### config.mk
export PLATFORM = sky130hd
export DESIGN_NAME = ps2_kbd_tx
export DESIGN_NICKNAME = d
export VERILOG_FILES = /design/src/rtl/ps2_kbd_tx.sv
export SDC_FILE = /design/constraint.sdc
export NUM_CORES = 1
export LEC_CHECK = 0
export CAP_MARGIN = 15
export CORE_MARGIN = 2
export CORE_UTILIZATION = 35
export CTS_BUF_LIST = sky130_fd_sc_hd__clkbuf_8
export DETAILED_ROUTE_END_ITERATION = 16
export GPL_ROUTABILITY_DRIVEN = 1
export GPL_TIMING_DRIVEN = 0
export PLACE_DENSITY_LB_ADDON = 0.1
export SYNTH_ARGS = -nofsm -noshare
export SYNTH_HDL_FRONTEND = slang
export SYNTH_SLANG_ARGS = --single-unit
export TNS_END_PERCENT = 5
### constraint.sdc
create_clock -name clk -period 2.38 [get_ports clk]
set_clock_uncertainty 0.05 [all_clocks]
set_input_delay 0.357 -clock clk [delete_from_list [all_inputs] [get_ports clk]]
set_output_delay 0.357 -clock clk [all_outputs]
set_load 0.03 [all_outputs]
### src/rtl/ps2_kbd_tx.sv
// PS/2 keyboard-side transmitter: byte FIFO feeding an 11-bit frame serializer with an
// enforced inter-frame gap. Define PS2_TX_PARERR_EN to add the inject_err parity-error port.
module ps2_kbd_tx #(
   parameter int CLK_HALF   = 50,
   parameter int GAP        = 200,
   parameter int FIFO_DEPTH = 4
) (
   input  logic       clk,
   input  logic       rst,
   input  logic [7:0] in_data,
   input  logic       in_valid,
`ifdef PS2_TX_PARERR_EN
   input  logic       inject_err,
`endif
   output logic       in_ready,
   output logic       ps2_clk,
   output logic       ps2_data,
   output logic       busy,
   output logic [7:0] count
);

   localparam int AW   = (FIFO_DEPTH > 1) ? $clog2(FIFO_DEPTH) : 1;
   localparam int TMAX = (CLK_HALF > GAP) ? CLK_HALF : GAP;
   localparam int TW   = $clog2(TMAX + 1);

   typedef enum logic [1:0] {ST_IDLE, ST_HIGH, ST_LOW, ST_GAP} state_t;

   state_t          state_q, state_d;
   logic [TW-1:0]   timer_q, timer_d;
   logic [3:0]      bit_q, bit_d;
   logic [10:0]     frame_q, frame_d;
   logic            clk_q, clk_d, data_q, data_d, busy_q, busy_d;
   logic [7:0]      count_q, count_d;

   logic [7:0]      mem [FIFO_DEPTH];
   logic [AW-1:0]   wr_q, rd_q;
   logic [AW:0]     fill_q, fill_d;
   logic            ready_q, ready_d;
   logic            push, pop, par;
   logic [7:0]      head;

   assign push = in_valid && ready_q;
   assign head = mem[rd_q];
`ifdef PS2_TX_PARERR_EN
   assign par  = ~(^head) ^ inject_err;
`else
   assign par  = ~(^head);
`endif

   // NOTE: every variable gets a default before the case so no path leaves it unassigned (no latch).
   always_comb begin
      state_d = state_q;
      timer_d = timer_q;
      bit_d   = bit_q;
      frame_d = frame_q;
      clk_d   = clk_q;
      data_d  = data_q;
      count_d = count_q;
      pop     = 1'b0;
      unique case (state_q)
         ST_IDLE: begin
            clk_d  = 1'b1;
            data_d = 1'b1;
            pop    = (fill_q != '0);
         end
         ST_HIGH: begin
            if (timer_q == TW'(CLK_HALF - 1)) begin
               timer_d = '0;
               clk_d   = 1'b0;
               state_d = ST_LOW;
            end else begin
               timer_d = timer_q + TW'(1);
            end
         end
         ST_LOW: begin
            if (timer_q == TW'(CLK_HALF - 1)) begin
               timer_d = '0;
               clk_d   = 1'b1;
               if (bit_q == 4'd10) begin
                  data_d  = 1'b1;
                  count_d = count_q + 8'd1;
                  state_d = ST_GAP;
               end else begin
                  // Data moves with the rising clock so it is stable across every low phase.
                  frame_d = frame_q >> 1;
                  data_d  = frame_q[1];
                  bit_d   = bit_q + 4'd1;
                  state_d = ST_HIGH;
               end
            end else begin
               timer_d = timer_q + TW'(1);
            end
         end
         ST_GAP: begin
            if (timer_q == TW'(GAP - 1)) begin
               timer_d = '0;
               state_d = ST_IDLE;
               // Chain straight into the next frame so the idle time is exactly GAP cycles.
               pop     = (fill_q != '0);
            end else begin
               timer_d = timer_q + TW'(1);
            end
         end
      endcase
      if (pop) begin
         frame_d = {1'b1, par, head, 1'b0};
         data_d  = 1'b0;
         clk_d   = 1'b1;
         bit_d   = '0;
         timer_d = '0;
         state_d = ST_HIGH;
      end
      busy_d = (state_d != ST_IDLE);
   end

   always_comb begin
      fill_d = fill_q;
      if (push && !pop)      fill_d = fill_q + (AW+1)'(1);
      else if (pop && !push) fill_d = fill_q - (AW+1)'(1);
      ready_d = (fill_d != (AW+1)'(FIFO_DEPTH));
   end

   // NOTE: sequential state uses non-blocking assignments so all registers update together.
   always_ff @(posedge clk) begin
      if (rst) begin
         state_q <= ST_IDLE;
         timer_q <= '0;
         bit_q   <= '0;
         frame_q <= '1;
         clk_q   <= 1'b1;
         data_q  <= 1'b1;
         busy_q  <= 1'b0;
         count_q <= '0;
         wr_q    <= '0;
         rd_q    <= '0;
         fill_q  <= '0;
         ready_q <= 1'b1;
      end else begin
         state_q <= state_d;
         timer_q <= timer_d;
         bit_q   <= bit_d;
         frame_q <= frame_d;
         clk_q   <= clk_d;
         data_q  <= data_d;
         busy_q  <= busy_d;
         count_q <= count_d;
         fill_q  <= fill_d;
         ready_q <= ready_d;
         if (push) wr_q <= wr_q + AW'(1);
         if (pop)  rd_q <= rd_q + AW'(1);
      end
   end

   // NOTE: storage is not reset; the pointers and fill level alone define which entries are valid.
   always_ff @(posedge clk) begin
      if (push) mem[wr_q] <= in_data;
   end

   assign in_ready = ready_q;
   assign ps2_clk  = clk_q;
   assign ps2_data = data_q;
   assign busy     = busy_q;
   assign count    = count_q;

endmodule

# Word-level counts from Yosys, hierarchy flattened
# Memory sizes are Yosys's and may differ from the RTL's. A register that Yosys moved wholly into a read port is not among the register bits.
# Cells that the tools add are included.
# totals
in_bits	11
mem_count	1
ff_bits	44
ramBits	32
out_inout_bits	12
# op_classes
bitwise	2
n_mux	28
addsub	7
n_eq_ne	11
n_reduce_logical	21
# memory_table
name	words	width	read_ports	rd_clocked_by_memory_dff	write_ports	line	rtl
mem	4	8	1	1	1	35	logic [7:0] mem [FIFO_DEPTH];
# op_table
operator	n
$mux W10	4
$add A8 B1 Y8 const B	2
$mux W8	2
$pmux W8 S2	1
$mux W2	7
$reduce_and A3 Y1	4
$reduce_bool A3 Y1	3
$eq A8 B6 Y1 const B	1
$eq A8 B8 Y1 const B	1
$mux W1	8
$reduce_bool A2 Y1	4
$reduce_xor A8 Y1	1
$mux W3	2
$ne A2 B2 Y1 const B	3
$ne A3 B3 Y1 const B	2
$pmux W2 S3	1
$add A2 B1 Y2 const B	2
$add A4 B1 Y4 const B	1
$eq A2 B2 Y1 const B	2
$eq A4 B4 Y1 const B	1
$pmux W1 S2	2
$reduce_or A2 Y1	2
$add A3 B1 Y3 const B	1
$logic_and A1 B1 Y1	3
7 further kinds	9

# Longest topological paths before layout
# logic_depth
depth_word	7
mapped_depth	10

# Least setup slack after synthesis
# OpenSTA, ideal clock, no wires.
# synth_timing
path_type	register to register
from	reg timer_q[0]
to	reg frame_q[9]
period_less_slack_ns	1.872
setup_ns	0.128
path_stages_with_launch	9
path_slack_ns	0.508
t_arrival_ns	1.694
path_cell_list	dfxtp_1 > ha_1 > and3_1 > clkbuf_1 > and4_1 > buf_4 > mux2_2 > a21oi_1 > o21ai_1
# synth_between
elab_chain_len	5
# synth_lines
element	line	rtl
start, declared	29	logic [TW-1:0] timer_q, timer_d;
start signal, assigned	140	timer_q <= timer_d;
$eq A8 B8 Y1	95	if (timer_q == TW'(GAP - 1)) begin
$mux W1	95	
$pmux W1 S2	60	unique case (state_q)
$ne A2 B2 Y1 (no source line) / $reduce_bool A2 Y1 (equally long branches)	-	
$reduce_and A3 Y1 (no source line)	-	
end signal, assigned	142	frame_q <= frame_d;
end, declared	31	logic [10:0] frame_q, frame_d;
# Parallel ways exist; a longest one is shown, timed or not.
# A chain may end at the register's enable or synchronous reset.

# Worst setup path after layout
# layout_timing
from	reg timer_q[0]
to	reg timer_q[7]
# layout_between
elab_chain_len	4
# layout_lines
element
parallel branches: the longest is 4 deep, another holds $add A8 B1 Y8
# Several ways; the timed one is not identified.

==> reports/results.txt <==
synth unique cells = 47
power per cell area = 960 mW/mm^2
DP Worst Slack = 0.241 ns
Req. time, crit path = 2.56 ns
cell area after layout = 0.00410 sq mm
# port buffers = 21
switch share = 0.318
Post-synth EDFFs = 32
CTS max path bufs = 2
Register-to-Register Setup Slack = 0.21 ns
RSZ-0062 raised after global routing = no
Rel. slew slack = 0.609
commonest non-fill, non-tap cell in the layout = dfxtp_1
Global Route Usage Sum = 0.128
fmax = 461 MHz
commonest non-fill, non-tap cells in the layout = dfxtp_1 (45), nand2_1 (33), nor2_1 (33)
Setup WS post-layout = 0.212 ns
Util after Layout = 0.421
asr flop ratio synth = 0
power share of the sequential group = 0.427
largest net degree at the start of global routing = 15
hold_buf cts = 0
post-CTS repair timing setup buffer count = 0
Inserted Clock Buffers = 9
Worst-path clk slew = 0.08 ns
reg2reg end = timer_q[7]
capture point of the worst path = timer_q[7]
Nets = 380
CTS tree = built
Tmin final = 2.17 ns
total die area = 0.0108 sq mm
area of the core = 0.00973 sq mm
P_leak = 1.51 nW
GRT Residual Overflow = 0
row count = 36
Switch Pwr = 1.25 mW
sequential-to-total area share from yosys stat = 0.532
Layout area overhead = 17.2%
max cap viols = 0
Root Driver = clkbuf_8
slew at the pin with the worst max-slew slack = 0.586 ns
post-route insts no fill = 490
maximum vdd drop = 0.378 mV
vias per cell = 4.79
IO Pins = 23
final setup TNS = 0 ns
Crit Path Category = reg2reg
Die Wd = 104 um
Worst Hold Class = reg2reg
Initial Utilization = 0.359
Period Utilization, post-route = 0.911
Post-Syn Instances = 320
Reg2Reg Depth = 7
Main synth FF type = dfxtp_1
post-CTS sizing = 0
Ys Warns = 0
initial antenna violation count = 0
htree depth = 3
Setup crit start kind = register
Avg WL per Cell = 13.2 um
die height = 104 um
diodes inserted = 0
Synth Cell Area = 0.00350 sq mm
dpl cell area = 0.00387 sq mm
Post-Route WL = 6.45 mm
Iteration-0 DRC Markers = 68
r2r startpoint = timer_q[0]
syn_area_per_cell = 10.9 sq um
Pint = 2.69 mW
share of post-route cells with drive strength above 1 = 0.0924
crit path launch = timer_q[0]
final slew viol count = 0
status = finished clean
vias = 2349
Setup violations, final = 0
Clk Latency, worst-skew pair = 0.34 ns
residual DRC count = 0
Power, Total = 3.94 mW
# placed instances = 474
crit-path max FO = 10
vias in the first global route = 2247
Clock Power Share = 0.277
Hold WS = 0.403 ns
Fin. Hold Viols = 0
Comb power frac = 0.297
syn nets = 348
slowest CP cell = dfxtp_1
RD Place Congestion = 0.728
synthesis-stage register bit count = 77
slowest stage delay, CP = 0.41 ns
CP arrival = 2.35 ns
First-pass DRT Iterations = 5
worst path cell trace = ha_1 > nand4bb_1 > o21a_1 > o21ai_0 > buf_2 > a21o_1 > nor2_1
CP endpoint kind = register
DP HPWL = 4.62 mm
DRT antenna net count = 0
Clock Sink Count = 77
first-pass GRT wire length = 11.0 mm
## layer usage
layer / global-route usage / wire [um]
met3: 0.0382 / 241
met5: 0 / 0
met2: 0.198 / 2890
met4: 0.0376 / 67
met1: 0.173 / 3250
## sequential cells by signal (all words and copies together), names as in the netlist, named ones only
name	flops
busy	1
frame_q	10
state_q	2
ps2_data	1
mem	32
wr_q	2
ps2_clk	1
timer_q	8
bit_q	4
count	8
rd_q	2
fill_q	3
in_ready	1
## power by group through the flow
stage	Clock (mW)	Sequential, mW	Combinational, mW
3_3_place_gp	0	1.71	1.18
2_1_floorplan	0	1.72	0.885
5_1_grt	1.18	1.71	1.32
6_report	1.09	1.68	1.17
3_5_place_dp	0	1.71	1.18
4_1_cts	1.13	1.68	1.19
## how the worst min path moves through the flow
stage                startpoint     endpoint  depth (start not counted)  slack [ns]
finish              frame_q[10]  frame_q[10]                          1        0.40
global placement    frame_q[10]  frame_q[10]                          1        0.38
CTS                 frame_q[10]  frame_q[10]                          1        0.41
floorplan           frame_q[10]  frame_q[10]                          1        0.37
global route                rst     register                          2        0.42
detailed placement  frame_q[10]  frame_q[10]                          1        0.39
## kinds of logic after synthesis
group | synth area share
DFF | 0.532
xor gates and xnor gates | 0.0626
AOI/OAI and AO/OA | 0.0834
adders and majority gates | 0.0608
muxes | 0.0547
buffers and inverters | 0.0351
and+or+nand+nor | 0.171
## worst max-delay path, delay by kind of cell, from the launching register on
| family | cells | cell delay [ns] |
|---|---|---|
| AND/OR/NAND/NOR | 2 | 0.29 |
| AO/OA/AOI/OAI | 3 | 0.77 |
| buffers and inverters | 1 | 0.31 |
| flip-flops | 1 | 0.41 |
| adder cells (fa/ha/maj) | 1 | 0.23 |
## cell type report
class	instances	area [sq um]
multi-input combinational	215	1520
inverter	15	56.3
buffer	13	66.3
fill	941	5630
clock inverter	7	98.8
sequential	77	1860
clock buffer	9	124
tap	133	166
timing repair buffer	21	210
## Yosys cell counts (3+ instances only)
| library cell | count | share of area |
|---|---|---|
| nand2_1 | 33 | 0.035 |
| nor2_1 | 33 | 0.035 |
| a21o_1 | 3 | 0.0064 |
| a21oi_1 | 13 | 0.019 |
| o21a_1 | 3 | 0.0064 |
| dfxtp_1 | 45 | 0.26 |
| mux4_2 | 8 | 0.052 |
| and3_1 | 14 | 0.025 |
| xor2_1 | 12 | 0.030 |
| nand4_1 | 8 | 0.014 |
| nor3_1 | 4 | 0.0057 |
| edfxtp_1 | 32 | 0.27 |
| xnor2_1 | 13 | 0.033 |
| and4_1 | 3 | 0.0075 |
| o21ai_1 | 10 | 0.014 |
| inv_1 | 15 | 0.016 |
| o21ai_0 | 6 | 0.0086 |
| clkbuf_1 | 8 | 0.0086 |
| ha_1 | 17 | 0.061 |
| nand3_1 | 5 | 0.0072 |
No activity file was read; power rests on OpenSTA's default activity.
==> RTL edit, RTL diff (same flow settings) <==
Re-encode `state_t` (4 states) as one-hot, 4 bits wide.
--- a/src/rtl/ps2_kbd_tx.sv
+++ b/src/rtl/ps2_kbd_tx.sv
@@ -24,5 +24,5 @@
    localparam int TW   = $clog2(TMAX + 1);
 
-   typedef enum logic [1:0] {ST_IDLE, ST_HIGH, ST_LOW, ST_GAP} state_t;
+   typedef enum logic [3:0] {ST_IDLE = 4'b0001, ST_HIGH = 4'b0010, ST_LOW = 4'b0100, ST_GAP = 4'b1000} state_t;
 
    state_t          state_q, state_d;
Check against the original RTL: no difference found for any inputs over 10 cycles, from zero or initial values and one cycle with rst high; not proved beyond that.
==> RTL edit against the original RTL <==
Final area shrank 0.82%; area after synthesis down 0.50%; die area fell by 0.49%; routed wire length is 2.6% higher; largest power group unchanged; power is 3.9% lower; cell count down 4.1%; sequential cell count grew 2; global-route usage grew 0.54 points; worst setup slack lost 140 ps.
==> RTL edit: results (changes against the original RTL) <==
Final Non-Filler Cells - 470 (was 490)
gr usage total - 13.3% (was 12.8%)
CP startpoint kind - register (unchanged)
worst r2r path cells - 8 (was 7)
Max Transition Viols Final - 0 (unchanged)
Clock Tree Root - clkbuf_8 (unchanged)
register area share after synthesis - 54.7% (was 53.2%)
final net count - 355 (was 380)
synthesized instance count - 297 (was 320)
first-pass iteration count of the detailed router - 4 (was 5)
leak pwr - 1.48 nW (was 1.51 nW)
Placed Area - 3860 um2 (was 3870 um2)
share of layout cells above drive strength 1 - 12.8% (was 9.24%)
Iter 0 DRT Violations - 57 (was 68)
Fin Hold WS - 405 ps (was 403 ps)
WP data arrival - 2500 ps (was 2350 ps)
outcome - finished, final reports clean (unchanged)
number of flops mapped to enable cells by yosys - 32 (unchanged)
filler cell count - 973 (was 941)
vias per cell - 4.83 (was 4.79)
syn_nets - 320 (was 348)
Critical Path Sink - bit_q[1] (was timer_q[7])
first-pass GRT wire length - 11.5 mm (was 11.0 mm)
Setup-failing EPs final - 0 (unchanged)
number of diodes - 0 (unchanged)
most frequent cells after synthesis - 47 x dfxtp_1, 32 x edfxtp_1, 30 x nor2_1 (was 45 x dfxtp_1, 33 x nand2_1, 33 x nor2_1)
FF-to-FF setup slack - 70 ps (was 210 ps)
largest net degree at the start of global routing - 15 (unchanged)
Slew @ Worst Pin - 523 ps (was 586 ps)
post-synth cell types - 50 (was 47)
hpwl dp - 4.69 mm (was 4.62 mm)
min-delay src - frame_q[10] (unchanged)
fraction of registers with async set/reset - 0% (unchanged)
DP Worst Slack - -105 ps (was 241 ps)
Routed WL - 6.62 mm (was 6.45 mm)
Final Wtd Congestion - 0.744 (was 0.728)
top flop regs - mem x32, frame_q x10 (unchanged)
worst reg2reg endpoint - bit_q[1] (was timer_q[7])
CTS buffer count - 9 (unchanged)
clk_lat worst skew - 360 ps (was 340 ps)
cell count after placement - 451 (was 474)
number of global-route vias before repair - 2253 (was 2247)
VDD IR max - 0.414 mV (was 0.378 mV)
f_max - 433 MHz (was 461 MHz)
Area contributors post-synth - edfxtp_1 28%, dfxtp_1 27%, mux4_2 5.2% (was edfxtp_1 27%, dfxtp_1 26%, ha_1 6.1%)
Port Buffers - 21 (unchanged)
-- RTL edit: cell count changes after synthesis, moves of 5 or more --
cell | before | now
nand2_1 | 33 | 18
o21ai_1 | 10 | 0
nand3_1 | 5 | 14
a21oi_1 | 13 | 6
a221oi_1 | 1 | 8
ha_1 | 17 | 12
inv_1 | 15 | 10
-- RTL edit: cell families after synthesis --
family                   after synthesis  synth area share [%]
AND/OR/NAND/NOR                      104                  16.3
flip-flops                            79                  54.7
AO/OA/AOI/OAI                         37                  7.88
XOR/XNOR                              30                  7.55
buffers and inverters                 24                  3.20
adder cells (fa/ha/maj)               12                  4.31
multiplexers                          11                  6.08
-- RTL edit: repair_timing --
item,in CTS,in global routing
pin swaps,0,1
setup buffers,2,1
hold buffers,0,0
endpoints found under the hold margin,0,0
endpoints found under the setup margin,3,17
gates resized for setup,1,2
-- RTL edit: critical path, stage by stage, from the launching register on --
cell and delay [ps]:
dfxtp_1 440, ha_1 200, nand4b_1 140, buf_4 190, nor4b_1 480, nand2_1 180
clkbuf_1 280, a21oi_1 210, nor2_1 50
-- RTL edit: cell type report --
type	instances	area [um2]	area share (%)
sequential	79	1900	46.8
multi-input combinational	194	1480	36.4
timing repair buffer	24	233	5.72
tap	133	166	4.09
clock buffer	9	124	3.05
buffer	14	73.8	1.82
clock inverter	7	48.8	1.20
inverter	10	37.5	0.923
-- RTL edit: routing by layer --
| layer | global-route usage [%] | vias up | share of wire, % |
|---|---|---|---|
| met1 | 17.5 | 1075 | 49 |
| met4 | 3.19 | 0 | 1.3 |
| met3 | 4.09 | 8 | 3.3 |
| met5 | 0 | - | 0 |
| met2 | 21.5 | 30 | 46 |
| li1 | - | 1159 | - |
-- RTL edit: power by group --
group	internal, mW	switching, mW
registers	1.60	0.100
logic	0.522	0.679
clock network	0.380	0.506
